$ cat src/rtl/fifo_unloader.sv
// fifo_unloader
// Pulls alternating header/data words out of a standard (non-FWFT) FIFO,
// decodes the channel index carried by each header and rebuilds a complete
// NUM_CH x 16-bit frame. The frame is presented on a parallel bank that only
// changes on commit, with a one-cycle frame_valid strobe and sticky
// framing-error flags.
//
// Optional feature: define FIFO_UNLOADER_STATS_EN to build a 16-bit
// completed-frame counter on frame_cnt. Without it, frame_cnt is tied to 0.
//
// Ports
//   ti_clk       in   sole clock, rising edge
//   rst_n        in   asynchronous active-low reset
//   fifo_dout    in   FIFO read data, valid the cycle after fifo_rd_en
//   fifo_empty   in   FIFO empty flag
//   fifo_rd_en   out  FIFO read strobe (combinational)
//   hold         in   consumer backpressure, suppresses reads
//   err_clr      in   synchronous clear of hdr_err / seq_err
//   ch_data      out  frame bank, channel i at [16*i+15:16*i]
//   frame_valid  out  one-cycle pulse when ch_data updates
//   hdr_err      out  sticky, malformed header seen
//   seq_err      out  sticky, out-of-order channel seen
//   frame_cnt    out  completed-frame count (stats build only)
module fifo_unloader #(
  parameter int NUM_CH   = 8,
  parameter int TRAIL_CH = 8
) (
  input  logic                  ti_clk,
  input  logic                  rst_n,
  input  logic [15:0]           fifo_dout,
  input  logic                  fifo_empty,
  output logic                  fifo_rd_en,
  input  logic                  hold,
  input  logic                  err_clr,
  output logic [16*NUM_CH-1:0]  ch_data,
  output logic                  frame_valid,
  output logic                  hdr_err,
  output logic                  seq_err,
  output logic [15:0]           frame_cnt
);

  // Header channel field is 4 bits wide; constants are sized to match it.
  localparam logic [3:0] TRAIL_IDX = 4'(TRAIL_CH);
  localparam logic [3:0] LAST_IDX  = 4'(NUM_CH - 1);
  localparam logic [4:0] NUM_CH_W  = 5'(NUM_CH);

  typedef enum logic {EXP_HDR = 1'b0, EXP_DAT = 1'b1} state_t;

  state_t               state_q, state_d;
  logic                 word_vld_q, word_vld_d;
  logic [3:0]           exp_ch_q, exp_ch_d;
  logic [3:0]           cur_ch_q, cur_ch_d;
  logic [15:0]          shadow_q [NUM_CH];
  logic [15:0]          shadow_d [NUM_CH];
  logic [16*NUM_CH-1:0] ch_data_q, ch_data_d;
  logic                 frame_valid_q, frame_valid_d;
  logic                 hdr_err_q, hdr_err_d;
  logic                 seq_err_q, seq_err_d;

  logic [3:0]           hdr_ch;
  logic                 hdr_ok;
  logic                 cur_is_data;

  // Reads are gated by rst_n so nothing is pulled from the FIFO during reset.
  assign fifo_rd_en = rst_n & ~fifo_empty & ~hold;

  assign hdr_ch      = fifo_dout[3:0];
  assign hdr_ok      = (fifo_dout[15:4] == 12'h000) && (hdr_ch <= TRAIL_IDX);
  assign cur_is_data = ({1'b0, cur_ch_q} < NUM_CH_W);

  // ---------------------------------------------------------------- state reg
  always_ff @(posedge ti_clk or negedge rst_n) begin
    if (!rst_n) begin
      state_q <= EXP_HDR;
    end else begin
      state_q <= state_d;
    end
  end

  // --------------------------------------------------------------- next state
  // A malformed header keeps us in EXP_HDR so the next word is retried as a
  // header; any word taken in EXP_DAT is data, whatever its contents.
  always_comb begin
    state_d = state_q;
    if (word_vld_q) begin
      case (state_q)
        EXP_HDR: if (hdr_ok) state_d = EXP_DAT;
        EXP_DAT: state_d = EXP_HDR;
        default: state_d = EXP_HDR;
      endcase
    end
  end

  // ------------------------------------------------------ outputs / datapath
  always_comb begin
    word_vld_d    = fifo_rd_en;
    exp_ch_d      = exp_ch_q;
    cur_ch_d      = cur_ch_q;
    ch_data_d     = ch_data_q;
    frame_valid_d = 1'b0;
    // A fresh error on the same edge as err_clr overrides the clear below.
    hdr_err_d     = hdr_err_q & ~err_clr;
    seq_err_d     = seq_err_q & ~err_clr;
    for (int i = 0; i < NUM_CH; i++) begin
      shadow_d[i] = shadow_q[i];
    end

    if (word_vld_q) begin
      if (state_q == EXP_HDR) begin
        if (!hdr_ok) begin
          hdr_err_d = 1'b1;
        end else begin
          cur_ch_d = hdr_ch;
          if ((hdr_ch != exp_ch_q) && (hdr_ch != TRAIL_IDX)) begin
            seq_err_d = 1'b1;
          end
        end
      end else if (cur_is_data) begin
        for (int i = 0; i < NUM_CH; i++) begin
          if (cur_ch_q == 4'(i)) shadow_d[i] = fifo_dout;
        end
        exp_ch_d = cur_ch_q + 4'd1;
        // Last channel commits the whole shadow, including the word arriving
        // on this edge, so the bank never shows a half-updated frame.
        if (cur_ch_q == LAST_IDX) begin
          for (int i = 0; i < NUM_CH; i++) begin
            ch_data_d[16*i +: 16] = shadow_d[i];
          end
          frame_valid_d = 1'b1;
          exp_ch_d      = 4'd0;
        end
      end else begin
        // Trailer (or any non-data channel that passed the header check):
        // payload dropped, next frame expected from channel 0.
        exp_ch_d = 4'd0;
      end
    end
  end

  always_ff @(posedge ti_clk or negedge rst_n) begin
    if (!rst_n) begin
      word_vld_q    <= 1'b0;
      exp_ch_q      <= 4'd0;
      cur_ch_q      <= 4'd0;
      ch_data_q     <= '0;
      frame_valid_q <= 1'b0;
      hdr_err_q     <= 1'b0;
      seq_err_q     <= 1'b0;
      for (int i = 0; i < NUM_CH; i++) begin
        shadow_q[i] <= 16'h0000;
      end
    end else begin
      word_vld_q    <= word_vld_d;
      exp_ch_q      <= exp_ch_d;
      cur_ch_q      <= cur_ch_d;
      ch_data_q     <= ch_data_d;
      frame_valid_q <= frame_valid_d;
      hdr_err_q     <= hdr_err_d;
      seq_err_q     <= seq_err_d;
      for (int i = 0; i < NUM_CH; i++) begin
        shadow_q[i] <= shadow_d[i];
      end
    end
  end

  assign ch_data     = ch_data_q;
  assign frame_valid = frame_valid_q;
  assign hdr_err     = hdr_err_q;
  assign seq_err     = seq_err_q;

  // ------------------------------------------------------------ frame counter
`ifdef FIFO_UNLOADER_STATS_EN
  logic [15:0] frame_cnt_q, frame_cnt_d;

  // Counts on the same edge the bank commits; wraps naturally at 16 bits.
  always_comb begin
    frame_cnt_d = frame_cnt_q;
    if (frame_valid_d) frame_cnt_d = frame_cnt_q + 16'd1;
  end

  always_ff @(posedge ti_clk or negedge rst_n) begin
    if (!rst_n) begin
      frame_cnt_q <= 16'h0000;
    end else begin
      frame_cnt_q <= frame_cnt_d;
    end
  end

  assign frame_cnt = frame_cnt_q;
`else
  assign frame_cnt = 16'h0000;
`endif

endmodule

$ cat config.mk
export PLATFORM = sky130hd
export DESIGN_NAME = fifo_unloader
export DESIGN_NICKNAME = d
export VERILOG_FILES = /design/src/rtl/fifo_unloader.sv
export SDC_FILE = /design/constraint.sdc
export NUM_CORES = 1
export LEC_CHECK = 0
export CAP_MARGIN = 20
export CORE_UTILIZATION = 57
export DETAILED_ROUTE_END_ITERATION = 8
export GPL_TIMING_DRIVEN = 0
export HOLD_SLACK_MARGIN = 0.02
export PLACE_DENSITY_LB_ADDON = 0.15
export SYNTH_ARGS = -nofsm -noshare
export SYNTH_HDL_FRONTEND = slang
export SYNTH_SLANG_ARGS = --single-unit
$ cat constraint.sdc
create_clock -name ti_clk -period 3.33 [get_ports ti_clk]
set_input_delay 0.333 -clock ti_clk [delete_from_list [all_inputs] [get_ports ti_clk]]
set_output_delay 0.333 -clock ti_clk [all_outputs]
set_load 0.01 [all_outputs]
# Word-level counts from Yosys, hierarchy flattened
# Index checks and enable logic that the tools add are counted.
dict set report classes {
  add_sub_neg 1
  n_mul 0
  div 0
  order_cmp 2
  n_eq_ne 9
  n_shift 0
  mux 23
  bitwise_logic 8
  reduce_logical 8
}
# op count
set op_table {}
lappend op_table {{$mux W16} 8}
lappend op_table {{$eq A4 B3 Y1 const B} 4}
lappend op_table {{$logic_not A12 Y1} 1}
lappend op_table {{$mux W1} 12}
lappend op_table {{$eq A4 B2 Y1 const B} 2}
lappend op_table {{$mux W4} 2}
lappend op_table {{$reduce_and A3 Y1} 2}
lappend op_table {{$add A4 B1 Y4 const B} 1}
lappend op_table {{$and A1 B1 Y1} 4}
lappend op_table {{$eq A4 B1 Y1 const B} 1}
lappend op_table {{$le A4 B4 Y1 const B} 1}
lappend op_table {{$logic_not A4 Y1} 1}
lappend op_table {{$lt A4 B4 Y1 const B} 1}
lappend op_table {{$ne A4 B4 Y1} 1}
lappend op_table {{$ne A4 B4 Y1 const B} 1}
lappend op_table {{$not A1 Y1} 4}
lappend op_table {{$reduce_and A4 Y1} 1}
lappend op_table {{$logic_and A1 B1 Y1} 2}
lappend op_table {{$pmux W1 S2} 1}
lappend op_table {{$reduce_and A2 Y1} 1}
dict set report word_totals {
  regBits 269
  latchBits 0
  ram_bits 0
  romBits 0
  input_bits 21
  output_inout_bits 148
  word_cells 67
  n_memories 0
}

# Longest topological paths before layout
# Gate-level depths: netlist of run 1.
dict set report depth {
  word_depth 6
  mapped_depth 9
  depth_no_buf 6
}

# Least setup slack after synthesis of run 1
# Ideal clock, no wire load.
dict set report synth_path {
  path_kind {register to register}
  from {register cur_ch_q[0]}
  to {register shadow_q[85] in the netlist's numbering}
  setup_time_ns 0.125
  t_arrival_ns 1.830
  t_required_ns 3.205
  slack_ns 1.375
  path_stages_with_launch 9
  path_buffers 3
  path_cell_list {dfrtp_1 > inv_1 > ha_1 > and2_1 > buf_2 > nor2b_1 > buf_2 > buf_2 > mux2_2}
}
dict set report synth_between {
  elab_chain_len 2
  word_cells_on_any_way 4
  classes_between {1 x order compare; 1 x eq/ne; 1 x mux; 1 x reduce/logical}
}
# element line_no
set synth_rtl {}
lappend synth_rtl {{from (decl)} 52} ;# logic [3:0] cur_ch_q, cur_ch_d;
lappend synth_rtl {{from (signal assigned)} 155} ;# cur_ch_q <= cur_ch_d;
lappend synth_rtl {{$lt A4 B4 Y1 / $eq A4 B2 Y1 (equally long branches)} {69, 120}}
lappend synth_rtl {{$reduce_and A3 Y1 (no line) / $mux W16 (equally long branches)} n/a}
lappend synth_rtl {{to (signal, indexed assignment)} 161} ;# shadow_q[i] <= shadow_d[i];
lappend synth_rtl {{to (decl)} 53} ;# logic [15:0] shadow_q [NUM_CH];
# Several ways; a longest one is shown, not always the timed one.
# A chain may end at the register's enable or synchronous reset.

# Final worst setup path of run 1
dict set report layout_path {
  from {input rst_n}
  to {output fifo_rd_en}
}
dict set report layout_between {
  elab_chain_len 2
}
# element line_no
set layout_rtl {}
lappend layout_rtl {{from (decl)} 29} ;# input logic rst_n,
lappend layout_rtl {{$and A1 B1 Y1 (2 in series)} 65} ;# assign fifo_rd_en = rst_n & ~fifo_empty & ~hold;
lappend layout_rtl {{to (decl)} 32} ;# output logic fifo_rd_en,
# No other way between the ends.

==> results.sh, run 1 <==
export IMPL_fin_crit_ns=2.55
export IMPL_fmax_mhz=392
export IMPL_drt_drc_violations_left=0
export IMPL_layout_common_cells="253 x dfrtp_1, 230 x nand2_1, 147 x clkdlybuf4s50_1, 116 x mux2_2, 83 x o21ai_0"
export IMPL_p_per_area_nw_per_um2=468
export IMPL_crit_arrival_ns=2.22
export IMPL_avgRoutedWirePerCell_um=18.2
export IMPL_slew_headroom_pct=56.3
export IMPL_path_class="in -> out"
export IMPL_vias=7111
export IMPL_slew_violations=0
export IMPL_whs_endpoint="ch_data[81]"
export IMPL_htreeDepth=1
export IMPL_ff2ff_path_depth=4
export IMPL_chipWidth_um=138
export IMPL_dr_pass1_iters=5
export IMPL_hold_depth=3
export IMPL_fp_dieH_um=138
export IMPL_postCtsHoldBufs=1
export IMPL_initial_core_util_pct=58.2
export IMPL_layout_setup_ws_ns=0.779
export IMPL_cap_viol_max_count=0
export IMPL_ys_warn_count=0
export IMPL_leakage_nw=6.77
export IMPL_grt_use_total_pct=26.9
export IMPL_end_kind="primary output"
export IMPL_routed_via_density=5.33
export IMPL_tightest_slew_ns=0.650
export IMPL_antenna_found_initial=0
export IMPL_ys_ff_latch=253
export IMPL_vdd_ir_drop_max_v=0.000442
export IMPL_yosysSeqAreaShare_pct=60.4
export IMPL_clock_skew_ns=0.0122
export IMPL_place_congestion=0.822
export IMPL_required_ns=3.00
export IMPL_pre_cts_slack_ns=0.572
export IMPL_fin_crit_sh_pct=76.6
export IMPL_rsz0062_at_grt="false"
export IMPL_numPortBuffers=148
export IMPL_grt_overflow_total=0
export IMPL_clk_latency_ns=0.52
export IMPL_core_rowCount=49
export IMPL_num_antenna_cells=0
export IMPL_die_area_um2=18900
export IMPL_cp_start_kind="primary input"
export IMPL_cts_resized_gates=0
export IMPL_crit_fanout=65
export IMPL_dp_hpwl_um=16500
export IMPL_first_iter_violations=366
export IMPL_setup_viol=0
export IMPL_postCtsSetupBuffers=0
export IMPL_grt_max_degree=108
export IMPL_drt_wl_total_um=24300
export IMPL_clk_pin_slew_ns=0.06
export IMPL_avgSynthCellArea_um2=11.7
export IMPL_utilization_pct=73.5
export IMPL_min_from="fifo_dout[1]"
export IMPL_cts_sinks=253
export IMPL_rr_startpoint="cur_ch_q[3]"
export IMPL_grt_first_pass_wirelength_um=38600
export IMPL_cts_made_buffers=26
export IMPL_cts_root_buf="clkbuf_16"
export IMPL_synth_area_um2=10500
export IMPL_fp_coreArea_um2=18000
export IMPL_r2r_setup_slack_ns=0.97
export IMPL_io_pins=169
export IMPL_cts_buffer_depth=3
export IMPL_fin_nets=1112
export IMPL_synth_distinct_cells=35
export IMPL_r2r_end="shadow_q[109]"
export IMPL_cts_tree="done"
export IMPL_synth_cells=893
export IMPL_ant_nets=0
export IMPL_hold_viol=0
export IMPL_final_common_cell="dfrtp_1"
export IMPL_first_global_vias=7249
export IMPL_holdWs_ns=0.320
export IMPL_area_growth_syn_to_layout_pct=26.3
export IMPL_drive_gt1_share_pct=19.3
export IMPL_status="finished, final reports clean"
export IMPL_worstHoldPathType="in -> reg"
export IMPL_p_total_mw=6.20
[flip-flops by register name (all words and copies together) (netlist names)]
name and count:
state_q 1, seq_err 1, exp_ch_q 4, frame_valid 1, hdr_err 1, cur_ch_q 4
word_vld_q 1, shadow_q 112, ch_data 128
[synth_stat cells]
cell / instances / area share (%)
and2_1: 2 / 0.12
mux2i_1: 80 / 7.6
nand3b_1: 1 / 0.072
nor3b_4: 1 / 0.18
nand4_1: 2 / 0.12
clkbuf_1: 40 / 1.4
or4_1: 1 / 0.072
dfrtp_1: 253 / 60
nor3b_2: 1 / 0.12
nor3b_1: 1 / 0.072
a22o_1: 1 / 0.084
inv_1: 6 / 0.21
nor4b_2: 1 / 0.14
o32ai_1: 1 / 0.084
buf_4: 17 / 1.2
nor2b_1: 3 / 0.18
mux2_2: 116 / 12
buf_2: 26 / 1.2
nand2_2: 3 / 0.18
conb_1: 1 / 0.036
nor2_2: 3 / 0.18
or4_4: 1 / 0.11
o41ai_1: 1 / 0.084
nor2_1: 2 / 0.072
or2_1: 1 / 0.060
ha_1: 4 / 0.48
nand2b_1: 1 / 0.060
nand4b_1: 1 / 0.084
nand2_1: 230 / 8.2
nor4_1: 2 / 0.12
a21o_1: 1 / 0.072
o21ai_0: 83 / 4.0
xnor2_1: 4 / 0.33
o31a_1: 1 / 0.084
nor3_1: 1 / 0.048
[metrics by stage]
step | setup TNS, ns | instance area (um^2) | instances
after floorplan | 0 | 10500 | 908
after global placement | -2217.45 | 12300 | 1285
after global routing | 0 | 13200 | 1335
after detailed placement | 0 | 12400 | 1287
final | 0 | 13200 | 1335
after CTS | 0 | 13200 | 1335
[worst max-delay path by stage]
| stage | start | endpoint | slack, ns | cells after the start |
|---|---|---|---|---|
| 2_1_floorplan | cur_ch_q[0] | shadow_q[85] | 1.38 | 8 |
| 3_3_place_gp | rst_n | ch_data[50] | -8.74 | 1 |
| 3_5_place_dp | fifo_dout[14] | cur_ch_q[1] | 0.57 | 5 |
| 4_1_cts | rst_n | fifo_rd_en | 0.76 | 4 |
| 5_1_grt | rst_n | fifo_rd_en | 0.64 | 4 |
| 6_report | rst_n | fifo_rd_en | 0.78 | 4 |
[kinds of logic after synthesis]
kind of cell | count (synthesis) | share of synthesized area (%)
buffers and inverters | 89 | 4.10
AO/OA/AOI/OAI | 88 | 4.37
multiplexers | 196 | 20.1
adder cells (fa/ha/maj) | 4 | 0.477
AND/OR/NAND/NOR | 258 | 10.2
other | 1 | 0.0358
XOR/XNOR | 4 | 0.334
flip-flops | 253 | 60.4
[routing by layer]
layer,part of all wire [%],global-route usage (%)
met3,5.1,4.53
met1,44,36.4
met5,0,0
met2,49,44.8
met4,1.8,7.02
[critical path, cell delays in order]
cell             delay [ns]
dlygate4sd3_1          0.56
buf_8                  0.40
nor3b_1                0.29
clkdlybuf4s50_1        0.58
[where the power goes]
group	total, mW	internal, mW	switching (mW)
clock network	2.91	1.73	1.18
logic	0.199	0.0623	0.137
registers	3.09	3.09	0.00658
[layout make-up]
class	count	area, um^2
timing repair buffer	151	1550
buffer	83	408
fill	1290	4780
tap	229	287
clock inverter	11	118
inverter	6	22.5
multi-input combinational	566	3780
sequential	253	6330
clock buffer	36	749
Note: power is estimated with default switching activity, not from simulation.
==> run 2: changes to the inputs <==
CORE_UTILIZATION = 53   (was 57)
clock period = 2.5 ns   (was 3.33 ns; I/O delays follow)
==> run 2 against run 1 <==
The run now ends with negative hold slack left; design area increased by 0.71%; power increased by 32%; register-to-register slack worse by 0.81 ns; die area is 7.4% higher; combinational power is 39% higher; routed wire length grew 0.76%; clock power increased by 30%; sequential share of layout area shrank 0.34 points; critical path type is now reg -> reg; critical endpoint is now shadow_q[117]; largest cell class unchanged.
==> results.sh, run 2 (synthesized netlist as in run 1, its figures left out) <==
export IMPL_die_area_um2=20400
export IMPL_vdd_ir_drop_max_v=0.000461
export IMPL_clk_pin_slew_ns=0.06
export IMPL_cts_resized_gates=0
export IMPL_leakage_nw=6.80
export IMPL_placed_cells=1323
export IMPL_final_cells=1375
export IMPL_layout_common_cells="253 x dfrtp_1, 230 x nand2_1, 147 x clkdlybuf4s50_1, 116 x mux2_2, 83 x o21ai_0"
export IMPL_crit_arrival_ns=2.74
export IMPL_dr_pass1_iters=4
export IMPL_hold_viol=96
export IMPL_grt_overflow_total=0
export IMPL_slew_violations=0
export IMPL_status="finished with violations"
export IMPL_avgRoutedWirePerCell_um=17.8
export IMPL_clk_latency_ns=0.53
export IMPL_end_kind="register"
export IMPL_fin_tns_setup_ns=0
export IMPL_cts_made_buffers=26
export IMPL_routed_via_density=5.18
export IMPL_area_growth_syn_to_layout_pct=27.2
export IMPL_fmax_mhz=428
export IMPL_critPathLaunch="cur_ch_q[0]"
export IMPL_path_class="reg -> reg"
export IMPL_violations="negative hold slack"
export IMPL_core_rowCount=51
export IMPL_cp_start_kind="register"
export IMPL_ant_nets=0
export IMPL_rsz0062_at_grt="false"
export IMPL_drt_drc_violations_left=0
export IMPL_fp_coreArea_um2=19400
export IMPL_grt_max_degree=108
export IMPL_post_dp_cell_area_um2=12400
export IMPL_cts_root_buf="clkbuf_16"
export IMPL_cts_buffer_depth=3
export IMPL_cts_tree="done"
export IMPL_required_ns=2.90
export IMPL_first_iter_violations=396
export IMPL_place_congestion=0.825
export IMPL_htreeDepth=1
export IMPL_cap_viol_max_count=0
export IMPL_p_per_area_nw_per_um2=613
export IMPL_first_global_vias=7193
export IMPL_vias=7122
export IMPL_largest_register_ffs=128
export IMPL_crit_fanout=10
export IMPL_fin_crit_sh_pct=93.5
export IMPL_io_pins=169
export IMPL_dp_hpwl_um=16800
export IMPL_grt_first_pass_wirelength_um=39200
export IMPL_numPortBuffers=148
export IMPL_stdcell_area_um2=13300
export IMPL_holdWs_ns=-0.223
export IMPL_chipWidth_um=143
export IMPL_drt_wl_total_um=24500
export IMPL_worstHoldPathType="in -> async"
export IMPL_antenna_found_initial=0
export IMPL_fin_nets=1117
export IMPL_slew_headroom_pct=51.0
export IMPL_postCtsHoldBufs=3
export IMPL_cts_sinks=253
export IMPL_rr_startpoint="cur_ch_q[0]"
export IMPL_tightest_slew_ns=0.729
export IMPL_grt_use_total_pct=25.2
export IMPL_fin_crit_ns=2.34
export IMPL_initial_core_util_pct=54.1
export IMPL_num_antenna_cells=0
export IMPL_final_common_cell="dfrtp_1"
export IMPL_drive_gt1_share_pct=19.5
export IMPL_fp_dieH_um=143
export IMPL_clock_skew_ns=0.0154
export IMPL_setup_viol=0
run 2: metrics by stage:
| stage | worst slack, ns | utilization, % | total power, mW | hold WS (ns) |
|---|---|---|---|---|
| after detailed placement | -0.240 | 64.0 | 4.46 | 0.177 |
| after global placement | -9.57 | 63.7 | 4.45 | 0.444 |
| after global routing | 0.0322 | 68.8 | 8.44 | -0.183 |
| final | 0.162 | 68.8 | 8.17 | -0.223 |
| after CTS | 0.120 | 68.7 | 8.25 | -0.209 |
| after floorplan | 0.545 | - | 4.29 | -0.0456 |
run 2: path summary, 6_finish.rpt:
| path | depth (start not counted) | slack, ns | end |
|---|---|---|---|
| max in group asynchronous | 3 | 1.81 | ch_data[112] |
| min in group ti_clk | 3 | 0.19 | ch_data[64] |
| hold reg to reg | 2 | 0.46 | ch_data[54] |
| hold / removal | 2 | -0.22 | shadow_q[122] |
| setup / recovery | 8 | 0.16 | shadow_q[117] |
| setup reg to reg | 8 | 0.16 | shadow_q[117] |
run 2: layer usage:
layer  global-route usage (%)  wire length (um)  vias up
met2                     40.9             11700      184
met5                        0                 0        -
li1                         -                 -     3341
met3                     4.90              1520       39
met4                     6.90               448        0
met1                     34.8             10900     3558
run 2: worst max-delay path, cell delays in order (launching register included):
cell and delay [ns]:
dfrtp_1 0.43, inv_1 0.13, ha_1 0.19, and2_1 0.13
buf_2 0.27, nor2b_1 0.16, buf_2 0.23, buf_2 0.32
mux2_2 0.37
run 2: repair_timing:
item / CTS / global route
buffers inserted: 0 / 3
hold endpoints to repair: 50 / 96
endpoints found under the setup margin: 0 / 20
run 2: final cells by class:
class	instances	area, um^2
Timing Repair Buffer	156	1630
Buffer	83	408
Fill cell	1512	6060
Clock inverter	8	71.3
Multi-Input combinational cell	566	3780
Sequential cell	253	6330
Clock buffer	38	767
Tap cell	265	332
Inverter	6	22.5
run 2: power by group:
group | internal, mW | switching [mW] | leakage, nW | total [mW]
sequential | 4.11 | 0.00845 | 3.00 | 4.12
combinational | 0.0917 | 0.185 | 3.39 | 0.277
clock | 2.22 | 1.56 | 0.414 | 3.78
==> edit 1: new RTL, settings of run 2 <==
Set the parameter `TRAIL_CH` to 6 (it was 8).
--- a/src/rtl/fifo_unloader.sv
+++ b/src/rtl/fifo_unloader.sv
@@ -23,7 +23,7 @@
 //   frame_cnt    out  completed-frame count (stats build only)
 module fifo_unloader #(
   parameter int NUM_CH   = 8,
-  parameter int TRAIL_CH = 8
+  parameter int TRAIL_CH = 6
 ) (
   input  logic                  ti_clk,
   input  logic                  rst_n,
Function: changed (a bounded check fails within 4 cycles, from zero or initial values and one cycle with rst_n low).
==> edit 1 against run 2 <==
  * The flow still finishes with violations (negative hold slack)
  * Worst setup slack improved by 160 ps
  * Highest routed layer unchanged
  * Sequential power about the same
  * Clock skew increased by 0.57 ps
  * Wire length down 1.2%
  * Total power up 0.42%
  * Count of clock-buffer cells in the layout shrank 2
  * Cell area grew 0.12%
  * Critical path depth is 1 lower
  * Die area grew 0.48%
  * Synthesized area grew 0.49%
  * Critical endpoint is now ch_data[110]
  * Sequential cell count is the same
==> edit 1: results (changes against run 2) <==
run_status:
  outcome: "finished with violations"  # unchanged
  violations: "negative hold slack"  # unchanged
setup_path:
  slowest_delay_ps: 480  # was 430 ps
  slowest_stage: "clkbuf_1"  # was dfrtp_1
  rr_worst_depth: 7  # was 8
  rrSetupSlack_ps: 320  # was 160 ps
  r2r-end: "ch_data[110]"  # was shadow_q[117]
  worstPathArrival_ps: 2550  # was 2740 ps
sta:
  holdWs_ps: -218  # was -223 ps
  hold_viol: 107  # was 96
  skew_ps: 16.0  # was 15.4 ps
  tightestPinTransition_ps: 609  # was 729 ps
global_routing:
  grt_start_max_net_pins: 110  # was 108
  gr-usage-met2: 0.407  # was 0.409
  grtUsageMet3: 0.0416  # was 0.0490
pwr:
  power.net_switching_mw: 1.74  # was 1.75 mW
  leakagePower_nw: 6.89  # was 6.80 nW
yosys:
  synthAdderAreaFrac: 0.00475  # was 0.00477
  synth-xor-area-share: 0.00416  # was 0.00334
  synth_cells: 895  # was 893
  synth_seq_area_share: 0.601  # was 0.604
  ys_types: 37  # was 35
placed_design:
  place_inst: 1325  # was 1,323
  place_congestion: 0.813  # was 0.825
clock_tree:
  numCtsBuffers: 25  # was 26
drt:
  via_count: 7061  # was 7,122
  via_per_inst: 5.15  # was 5.18
  met2WireLength_mm: 11.5  # was 11.7 mm
  drt_iter0_drc: 289  # was 396
  wl_per_cell_um: 17.7  # was 17.8 um
cells_and_area:
  finalNetCount: 1115  # was 1,117
  drive_gt1_frac: 0.188  # was 0.195
## edit 1: power by group through the flow
stage	Combinational [mW]	Clock [mW]	Sequential [mW]
after floorplan	0.0943	0	4.19
after global placement	0.256	0	4.20
after detailed placement	0.268	0	4.19
after CTS	0.278	3.88	4.12
after global routing	0.305	4.03	4.12
final	0.272	3.82	4.12
## edit 1: worst max path at each step
stage / depth (start not counted) / start / slack (ps) / to
3_5_place_dp: 5 / fifo_dout[10] / 70 / cur_ch_q[0]
2_1_floorplan: 8 / cur_ch_q[0] / 630 / shadow_q[118]
6_report: 7 / cur_ch_q[0] / 320 / ch_data[110]
4_1_cts: 7 / cur_ch_q[0] / 300 / ch_data[109]
5_1_grt: 7 / cur_ch_q[0] / 110 / ch_data[106]
3_3_place_gp: 1 / rst_n / -9550 / ch_data[58]
## edit 1: layout make-up
class	instances	area, um^2
timing repair buffer	153	1590
sequential	253	6330
fill	1487	6100
multi-input combinational	570	3810
inverter	5	18.8
tap	265	332
clock inverter	7	93.8
clock buffer	36	747
buffer	82	437
==> edit 2: new RTL, flow settings as in run 2 <==
Made on the original files. Take the reset off `ch_data_q` and load it in a clocked block of its own.
--- a/src/rtl/fifo_unloader.sv
+++ b/src/rtl/fifo_unloader.sv
@@ -142,7 +142,6 @@
       word_vld_q    <= 1'b0;
       exp_ch_q      <= 4'd0;
       cur_ch_q      <= 4'd0;
-      ch_data_q     <= '0;
       frame_valid_q <= 1'b0;
       hdr_err_q     <= 1'b0;
       seq_err_q     <= 1'b0;
@@ -153,7 +152,6 @@
       word_vld_q    <= word_vld_d;
       exp_ch_q      <= exp_ch_d;
       cur_ch_q      <= cur_ch_d;
-      ch_data_q     <= ch_data_d;
       frame_valid_q <= frame_valid_d;
       hdr_err_q     <= hdr_err_d;
       seq_err_q     <= seq_err_d;
@@ -161,6 +159,10 @@
         shadow_q[i] <= shadow_d[i];
       end
     end
+  end
+
+  always_ff @(posedge ti_clk) begin
+    ch_data_q <= ch_data_d;
   end
 
   assign ch_data     = ch_data_q;
Function: differs if rst_n is asserted again (counterexample within 4 cycles, from zero or initial values and one cycle with rst_n low); with rst_n held inactive, the same outputs for 4 cycles.
==> edit 2 against run 2 <==
  * Synthesized area is 5.3% higher
  * Core utilization shrank 0.21 points
  * Cell area grew 4.3%
  * Largest cell class unchanged
  * Wire length decreased by 2.4%
  * Critical path type unchanged
  * Sequential cell count up 16
  * Worst setup slack got worse by 98 ps
  * Total power increased by 5.7%
==> edit 2: results (changes against run 2) <==
setup_path:
  slowest_delay_ps: 680  # was 430 ps
  slowest_stage: "buf_1"  # was dfrtp_1
  rr_worst_depth: 5  # was 8
  rrSetupSlack_ps: 60  # was 160 ps
  cp_max_fo: 10  # unchanged
  worstPathArrival_ps: 2700  # was 2740 ps
  r2r-end: "ch_data[70]"  # was shadow_q[117]
worst_hold_path:
  min_path_type: "in2reg"  # was in2async
  min_to: "word_vld_q"
placed_design:
  placed_cell_area_mm2: 0.0130  # was 0.0124 mm^2
  dp_slack_ps: -452  # was -240 ps
  place_inst: 1079  # was 1,323
  dp_hpwl_mm: 15.2  # was 16.8 mm
  place_congestion: 0.785  # was 0.825
  numPortBuffers: 149  # was 148
yosys:
  synth_seq_area_share: 0.668  # was 0.604
  ys_types: 35  # unchanged
  synth_commonest_cells: "mux2_2 (260), dfrtp_1 (141), edfxtp_1 (128)"  # was dfrtp_1 (253), nand2_1 (230), mux2_2 (116)
  yosys_warnings: 0  # unchanged
  synth_area_leaders: "edfxtp_1 (35%), dfrtp_1 (32%), mux2_2 (27%)"  # was dfrtp_1 (60%), mux2_2 (12%), nand2_1 (8.2%)
  synth_flop_cell: "dfrtp_1"  # unchanged
  async_reset_ff_frac: 0.524  # was 1.00
  syn_avg_cell_area_um2: 17.1  # was 11.7 um^2
  synth-edff-count: 128  # was 0
global_routing:
  overflow: 0  # unchanged
  grt_pass1_vias: 6509  # was 7,193
  antenna_found_initial: 0  # unchanged
  grt_start_max_net_pins: 86  # was 108
  grt_pass1_wl_mm: 37.7  # was 39.2 mm
  gr-usage-all-layers: 0.232  # was 0.252
clock_tree:
  clkTransAtPathRegs_ps: 60  # about the same
  htree_levels: 1  # unchanged
  ctsLongestPathBuffers: 3  # unchanged
  root_buffer: "clkbuf_16"  # unchanged
run_status:
  outcome: "completed"  # was finished with violations
sta:
  tightestPinTransition_ps: 832  # was 729 ps
  skew_ps: 9.56  # was 15.4 ps
cells_and_area:
  antenna_cells: 0  # unchanged
  nFillCells: 1416  # was 1,512
  drive_gt1_frac: 0.401  # was 0.195
  final-instance-count-excl-fill: 1132  # was 1,375
  finalNetCount: 867  # was 1,117
pwr:
  irDropWorstVdd_mv: 0.457  # was 0.461 mV
  leakagePower_nw: 6.04  # was 6.80 nW
  power.net_switching_mw: 1.71  # was 1.75 mW
drt:
  drt_iter0_drc: 266  # was 396
  drt-total-wl_mm: 23.9  # was 24.5 mm
  via_per_inst: 5.37  # was 5.18
-- edit 2: layout make-up --
| type | count | share of cell area |
|---|---|---|
| sequential | 269 | 0.530 |
| multi-input combinational | 331 | 0.246 |
| timing repair buffer | 155 | 0.115 |
| clock buffer | 44 | 0.0567 |
| tap | 270 | 0.0243 |
| buffer | 55 | 0.0238 |
| clock inverter | 4 | 0.00315 |
| inverter | 4 | 0.00108 |
-- edit 2: cells by family after synthesis --
family	count (synthesis)	synth area share
other	1	0.000340
AO/OA/AOI/OAI	8	0.00499
XOR/XNOR	4	0.00317
flip-flops	269	0.668
AND/OR/NAND/NOR	39	0.0248
buffers and inverters	59	0.0295
adder cells (fa/ha/maj)	4	0.00453
multiplexers	260	0.265
-- edit 2: worst max-delay path by stage --
stage | slack [ps] | cells past startpoint | end | startpoint
after detailed placement | -450 | 6 | shadow_q[11] | state_q
after CTS | 20 | 5 | ch_data[90] | cur_ch_q[1]
after floorplan | 50 | 6 | shadow_q[10] | state_q
after global routing | -70 | 6 | shadow_q[58] | cur_ch_q[3]
after global placement | -4420 | 1 | shadow_q[1] | rst_n
final | 60 | 5 | ch_data[70] | cur_ch_q[0]
-- edit 2: repair_timing --
item | CTS | global route
resized for setup | 5 | 11
setup endpoints to repair | 167 | 56
gates cloned | 1 | 0
hold buffers | 2 | 0
buffers inserted | 2 | 0
hold endpoints to repair | 56 | 0
-- edit 2: per-layer routing --
metal	wire length [um]	vias to the layer above	global-route usage
met5	0	-	0
met4	385	0	0.0526
met3	1130	28	0.0338
met2	12000	157	0.392
met1	10400	3158	0.322
li1	-	2737	-
-- edit 2: power by group through the flow --
stage               sequential (mW)  clock, mW  combinational, mW
finish                         4.61       3.79              0.232
global route                   4.61       4.02              0.257
CTS                            4.61       3.87              0.234
detailed placement             4.70          0              0.223
global placement               4.70          0              0.212
floorplan                      4.70          0             0.0872
-- edit 2: through the flow --
step	util	power [mW]	hold slack, ps
6_report	0.686	8.64	297
3_5_place_dp	0.638	4.92	264
5_1_grt	0.686	8.89	296
2_1_floorplan	-	4.79	-45.6
3_3_place_gp	0.637	4.92	474
4_1_cts	0.685	8.71	290
